File: src/rtl/led_pkg.sv
// Shared types and defaults for the LED frame controller: FSM state encoding,
// default geometry and a counter-width helper.
package led_pkg;

    typedef enum logic [2:0] {
        ST_IDLE,
        ST_FETCH,
        ST_LOAD,
        ST_SHIFT,
        ST_LATCH
    } state_t;

    localparam int DEF_CHANNELS   = 24;
    localparam int DEF_BITS       = 16;
    localparam int DEF_CLKDIV     = 4;
    localparam int DEF_LAT_CYCLES = 8;

    // Width of a counter that must hold 0..n-1; never narrower than one bit.
    function automatic int cnt_width(input int n);
        return (n > 1) ? $clog2(n) : 1;
    endfunction

endpackage

File: src/rtl/led_bit_timer.sv
// Serial-clock timing for one channel: P_CLKDIV cycles low then P_CLKDIV high
// per bit, P_BITS bits. Held cleared whenever en is low.
module led_bit_timer
    import led_pkg::*;
#(
    parameter int P_BITS   = DEF_BITS,
    parameter int P_CLKDIV = DEF_CLKDIV
) (
    input  logic clk,
    input  logic rst,
    input  logic en,
    output logic phase_high,
    output logic bit_end,
    output logic last_bit
);

    localparam int PH_W  = cnt_width(P_CLKDIV);
    localparam int BIT_W = cnt_width(P_BITS);
    localparam logic [PH_W-1:0]  PH_MAX  = PH_W'(P_CLKDIV - 1);
    localparam logic [BIT_W-1:0] BIT_MAX = BIT_W'(P_BITS - 1);

    logic [PH_W-1:0]  phase_cnt;
    logic [BIT_W-1:0] bit_cnt;
    logic             high_q;

    always_ff @(posedge clk) begin
        if (rst || !en) begin
            phase_cnt <= '0;
            bit_cnt   <= '0;
            high_q    <= 1'b0;
        end else if (phase_cnt == PH_MAX) begin
            phase_cnt <= '0;
            high_q    <= ~high_q;
            if (high_q) begin
                bit_cnt <= (bit_cnt == BIT_MAX) ? '0 : bit_cnt + 1'b1;
            end
        end else begin
            phase_cnt <= phase_cnt + 1'b1;
        end
    end

    // bit_end marks the final cycle of a bit's high phase.
    assign phase_high = high_q;
    assign bit_end    = en && high_q && (phase_cnt == PH_MAX);
    assign last_bit   = bit_end && (bit_cnt == BIT_MAX);

endmodule

File: src/rtl/led_frame_ctrl.sv
// LED frame controller: reads P_CHANNELS words from a framebuffer, shifts each
// out MSB-first on o_clk/o_dai, then pulses o_lat to latch the driver.
module led_frame_ctrl
    import led_pkg::*;
#(
    parameter int P_CHANNELS   = DEF_CHANNELS,
    parameter int P_BITS       = DEF_BITS,
    parameter int P_CLKDIV     = DEF_CLKDIV,
    parameter int P_LAT_CYCLES = DEF_LAT_CYCLES
) (
    input  logic                          i_clk,
    input  logic                          i_rst,
    input  logic                          i_start,
    output logic                          o_busy,
    output logic                          o_done,
    output logic                          o_rd,
    output logic [$clog2(P_CHANNELS)-1:0] o_addr,
    input  logic [P_BITS-1:0]             i_data,
    output logic                          o_clk,
    output logic                          o_dai,
    output logic                          o_lat,
    output state_t                        o_state
);

    localparam int ADDR_W = $clog2(P_CHANNELS);
    localparam int LAT_W  = cnt_width(P_LAT_CYCLES);
    localparam logic [ADDR_W-1:0] ADDR_MAX = ADDR_W'(P_CHANNELS - 1);
    localparam logic [LAT_W-1:0]  LAT_MAX  = LAT_W'(P_LAT_CYCLES - 1);

    state_t              state;
    state_t              state_next;
    logic [ADDR_W-1:0]   addr_q;
    logic [ADDR_W-1:0]   addr_next;
    logic [LAT_W-1:0]    lat_cnt;
    logic [LAT_W-1:0]    lat_cnt_next;
    logic [P_BITS-1:0]   shreg;
    logic                busy_q;
    logic                done_q;
    logic                rd_q;
    logic                lat_q;
    logic                phase_high;
    logic                bit_end;
    logic                last_bit;

    led_bit_timer #(
        .P_BITS   (P_BITS),
        .P_CLKDIV (P_CLKDIV)
    ) u_timer (
        .clk        (i_clk),
        .rst        (i_rst),
        .en         (state == ST_SHIFT),
        .phase_high (phase_high),
        .bit_end    (bit_end),
        .last_bit   (last_bit)
    );

    always_comb begin
        state_next   = state;
        addr_next    = addr_q;
        lat_cnt_next = '0;
        unique case (state)
            ST_IDLE:  if (i_start) state_next = ST_FETCH;
            ST_FETCH: state_next = ST_LOAD;
            ST_LOAD:  state_next = ST_SHIFT;
            ST_SHIFT: begin
                if (last_bit) begin
                    if (addr_q < ADDR_MAX) begin
                        addr_next  = addr_q + 1'b1;
                        state_next = ST_FETCH;
                    end else begin
                        state_next = ST_LATCH;
                    end
                end
            end
            ST_LATCH: begin
                if (lat_cnt == LAT_MAX) state_next = ST_IDLE;
                else                    lat_cnt_next = lat_cnt + 1'b1;
            end
            default:  state_next = ST_IDLE;
        endcase
        if (state_next == ST_IDLE) addr_next = '0;
    end

    // Strobes are registered from the next state so they align with the state
    // they describe; zeros are shifted in so o_dai idles low after each word.
    always_ff @(posedge i_clk) begin
        if (i_rst) begin
            state   <= ST_IDLE;
            addr_q  <= '0;
            lat_cnt <= '0;
            shreg   <= '0;
            busy_q  <= 1'b0;
            done_q  <= 1'b0;
            rd_q    <= 1'b0;
            lat_q   <= 1'b0;
        end else begin
            state   <= state_next;
            addr_q  <= addr_next;
            lat_cnt <= lat_cnt_next;
            busy_q  <= (state_next != ST_IDLE);
            done_q  <= (state == ST_LATCH) && (state_next == ST_IDLE);
            rd_q    <= (state_next == ST_FETCH);
            lat_q   <= (state_next == ST_LATCH);
            if (state == ST_LOAD)  shreg <= i_data;
            else if (bit_end)      shreg <= shreg << 1;
        end
    end

    assign o_busy  = busy_q;
    assign o_done  = done_q;
    assign o_rd    = rd_q;
    assign o_addr  = addr_q;
    assign o_clk   = phase_high;
    assign o_dai   = shreg[P_BITS-1];
    assign o_lat   = lat_q;
    assign o_state = state;

endmodule

File: config.mk
export PLATFORM = sky130hd
export DESIGN_NAME = led_frame_ctrl
export DESIGN_NICKNAME = d
export VERILOG_FILES = /design/src/rtl/led_pkg.sv /design/src/rtl/led_bit_timer.sv /design/src/rtl/led_frame_ctrl.sv
export SDC_FILE = /design/constraint.sdc
export NUM_CORES = 1
export LEC_CHECK = 0
export ABC_AREA = 1
export CAP_MARGIN = 20
export CORE_MARGIN = 3
export CORE_UTILIZATION = 30
export DETAILED_ROUTE_END_ITERATION = 16
export MAX_ROUTING_LAYER = met4
export PLACE_DENSITY = 0.49
export SETUP_SLACK_MARGIN = 0.05
export SLEW_MARGIN = 20
export SYNTH_ARGS = -nofsm -noshare
export SYNTH_HDL_FRONTEND = slang
export SYNTH_SLANG_ARGS = --single-unit
File: constraint.sdc
create_clock -name i_clk -period 1.8 [get_ports i_clk]
set_input_delay 0.36 -clock i_clk [delete_from_list [all_inputs] [get_ports i_clk]]
set_output_delay 0.36 -clock i_clk [all_outputs]
set_load 0.01 [all_outputs]
==> flow_summary.ini <==
[outcome]
outcome = finished, final reports clean

[critical_path]
timing.setup.critical_path_class = flop to output port
critPathMaxFanout = 6
worstPathBufferInverterCount = 1
cp_slowest_stage_delay_ns = 0.59
timing.rr.end = o_done
reg2regPathDepth = 9
worstSetupEndpointType = output port
worst-endpoint-arrival_ns = 1.32
crit-reg2reg-launch = u_timer.phase_cnt[0]
regToRegSetupSlack_ns = 0.23
crit_chain = clkdlybuf4s50_1
critPathTopFamily = buffers and inverters
timing.critical_path.from_type = flop
worst_ep_required_time_ns = 1.44
slowest_stage = sky130_fd_sc_hd__clkdlybuf4s50_1

[global_routing]
grt_first_pass_wirelength_um = 5940
pin_count_of_the_biggest_net_entering_global_routing = 29
globalRouteOverflowTotal = 0
grt_pass1_vias = 1281
grt_antenna_before_repair = 0
globalRouteTotalUtil_pct = 11.9

[route]
drt-vias-per-instance = 4.38
drt-total-wl_um = 3530
drt_first_iter_violations = 37
drcViolationCount = 0
firstDrtPassIters = 4
routed_length_per_instance_um = 10.7
via_count = 1449
antenna_violating_nets_post_route = 0

[worst_hold_path]
hold_end = lat_cnt[0]
worst_hold_startpoint = lat_cnt[0]
timing.hold.worst_path_depth = 1
min-delay-path-class = flop to flop

[final_layout]
diode_count = 0
layout.area.seq_um2 = 762
num-nets-final = 282
final_layout_size_suffix_gt1_share_pct = 12.4
finalCoreUtilization_pct = 40.8
multi_input_area_um2 = 857
num-fill-cells = 612
synthToLayoutAreaGrowth_pct = 29.9

[sta]
finalCritPeriodShare_pct = 93.4
drv_slew = 0
finalHoldWorstSlack_ns = 0.423
hold_viol = 0
final.setup.tns_ns = 0
worst-slew-pin-transition_ns = 0.254
fmax_mhz = 595
rsz0062_at_grt = true
final.setup_skew_ns = 0.00469
layout_min_cycle_time_ns = 1.68
max_slew_margin_vs_limit_pct = 83.0
finalSetupViolCount = 0

[clock_network]
cts_repair_resize_count = 0
clk_pin_slew_worst_paths_ns = 0.07
clock-root-buffer = sky130_fd_sc_hd__clkbuf_8
numCtsBuffers = 5
tritoncts = built
clock_insertion_delay_worst_skew_ns = 0.29
cts_hold_buffers = 0
htree_num_levels = 2
cts_post_setup_buffers_inserted = 0
clock_path_buffers = 2
clock_sink_count = 38

[place]
routabilityCongestion = 0.748
count_of_buffers_inserted_at_the_top_level_ports = 32
dp.final_hpwl_um = 2580

[floorplanning]
dieWidth_um = 82.4
num_io_pins = 33
floorplan.die_area_um2 = 6790
die_h_um = 82.4
rows = 27
core_um2 = 5570
floorplan.initialDensity_pct = 31.4

[synth]
yosys_warnings = 0
netlist_instances = 223
number_of_enable_type_register_cells_in_the_synthesized_netlist = 0
yosys.area.top_type = sky130_fd_sc_hd__dfxtp_1
ys_types = 29
post-synth-top-count-cell = sky130_fd_sc_hd__nand2_1
most_numerous_cell_types_in_the_synthesized_netlist = sky130_fd_sc_hd__nand2_1 (58), sky130_fd_sc_hd__dfxtp_1 (38), sky130_fd_sc_hd__nor2_1 (27)
net_count_after_synthesis = 247
asyncSetResetFlopFracSynth_pct = 0
ys_seq_area_share_pct = 43.5
synth_area_leaders = sky130_fd_sc_hd__dfxtp_1 (43%), sky130_fd_sc_hd__nand2_1 (12%), sky130_fd_sc_hd__a311oi_1 (6.5%)
dominantRegCellSynth = sky130_fd_sc_hd__dfxtp_1
syn_area_per_cell_um2 = 7.85
synthesis.area_um2 = 1750
synth_seq_cells = 38
yosys.area.top_type_share_pct = 43.5

[power_and_ir_drop]
finalPower_mw = 1.76
power.ir.vdd_worst_v = 0.000292
leakagePower_nw = 0.916
cellPowerDensity_nw_per_um2 = 774

[run]
timing.max_cap.violations = 0
==> cells in the final DEF, fill, tap and decap left out, types with 2 or more instances in the layout <==
master	Yosys	layout
sky130_fd_sc_hd__nand2_1	58	58
sky130_fd_sc_hd__dfxtp_1	38	37
sky130_fd_sc_hd__clkdlybuf4s50_1	0	32
sky130_fd_sc_hd__nor2_1	27	27
sky130_fd_sc_hd__inv_1	22	21
sky130_fd_sc_hd__a311oi_1	13	13
sky130_fd_sc_hd__nand3_1	11	11
sky130_fd_sc_hd__nor3_1	7	7
sky130_fd_sc_hd__clkbuf_8	0	6
sky130_fd_sc_hd__a21oi_1	5	5
sky130_fd_sc_hd__ha_1	5	5
sky130_fd_sc_hd__o21ai_0	4	4
sky130_fd_sc_hd__nand2_2	4	3
sky130_fd_sc_hd__nand2_4	2	3
sky130_fd_sc_hd__nand3_2	3	3
sky130_fd_sc_hd__buf_12	0	3
sky130_fd_sc_hd__nor2_4	2	2
sky130_fd_sc_hd__inv_2	1	2
sky130_fd_sc_hd__nand4_1	2	2
sky130_fd_sc_hd__nor2_2	2	2
sky130_fd_sc_hd__nor3_2	2	2
==> sequential cells by signal, indices dropped and copies added (netlist names) <==
signal and cells:
lat_cnt 3, o_addr 5, o_busy 1, o_done 1, o_lat 1, o_rd 1
o_state 3, shreg 16, u_timer.bit_cnt 4, u_timer.phase_cnt 2, u_timer.phase_high 1
==> final cells by class <==
class	count	area share, %
timing repair buffer	36	17.1
tap	72	3.96
clock inverter	1	0.220
multi-input combinational	154	37.7
clock buffer	7	3.80
inverter	23	3.80
sequential	38	33.5
==> cell families after synthesis <==
group	count (synthesis)	synth area share, %
xor+xnor	1	0.500
buf+inv	31	7.86
fa+ha+maj	5	3.57
compound gates	26	11.4
flops	38	43.5
simple gates	122	33.2
==> stage by stage <==
step / cells / instance area (µm²) / worst slack [ns]
2_1_floorplan: 223 / 1750 / 0.385
3_3_place_gp: 323 / 2180 / 0.225
3_5_place_dp: 323 / 2180 / 0.179
4_1_cts: 331 / 2270 / 0.0911
5_1_grt: 331 / 2270 / 0.0481
6_report: 331 / 2270 / 0.118
==> layer usage <==
metal,vias to the layer above,GRT usage (%),part of all wire (%)
met5,-,-,0
met4,0,4.49,1.6
met1,604,15.6,52
met3,6,3.69,5.7
li1,808,-,-
met2,31,17.2,41
==> worst reg2reg max path, cell delays in order, from the launching register on <==
cell and delay, ns:
sky130_fd_sc_hd__dfxtp_1 0.33, sky130_fd_sc_hd__ha_1 0.21, sky130_fd_sc_hd__nand2_2 0.10, sky130_fd_sc_hd__nor2_2 0.16
sky130_fd_sc_hd__nand2_1 0.10, sky130_fd_sc_hd__o21bai_2 0.13, sky130_fd_sc_hd__nand2_1 0.11, sky130_fd_sc_hd__nor2_4 0.22
sky130_fd_sc_hd__nand2_2 0.07, sky130_fd_sc_hd__nor2_2 0.07
==> worst max path at each step <==
stage	depth (start not counted)	slack, ns	end	startpoint
6_report	1	0.12	o_addr[0]	o_addr[0]
5_1_grt	9	0.05	o_done	u_timer.phase_cnt[0]
4_1_cts	1	0.09	o_addr[2]	o_addr[2]
3_5_place_dp	8	0.18	shreg[5]	u_timer.phase_cnt[0]
3_3_place_gp	8	0.22	shreg[6]	u_timer.phase_cnt[0]
2_1_floorplan	10	0.39	o_addr[2]	u_timer.phase_cnt[0]
==> power by group <==
| group | total (mW) | switching, mW | internal [mW] |
|---|---|---|---|
| registers | 0.905 | 0.0233 | 0.882 |
| clock network | 0.606 | 0.297 | 0.309 |
| logic | 0.249 | 0.125 | 0.125 |
No activity file was read; power rests on OpenSTA's default activity.
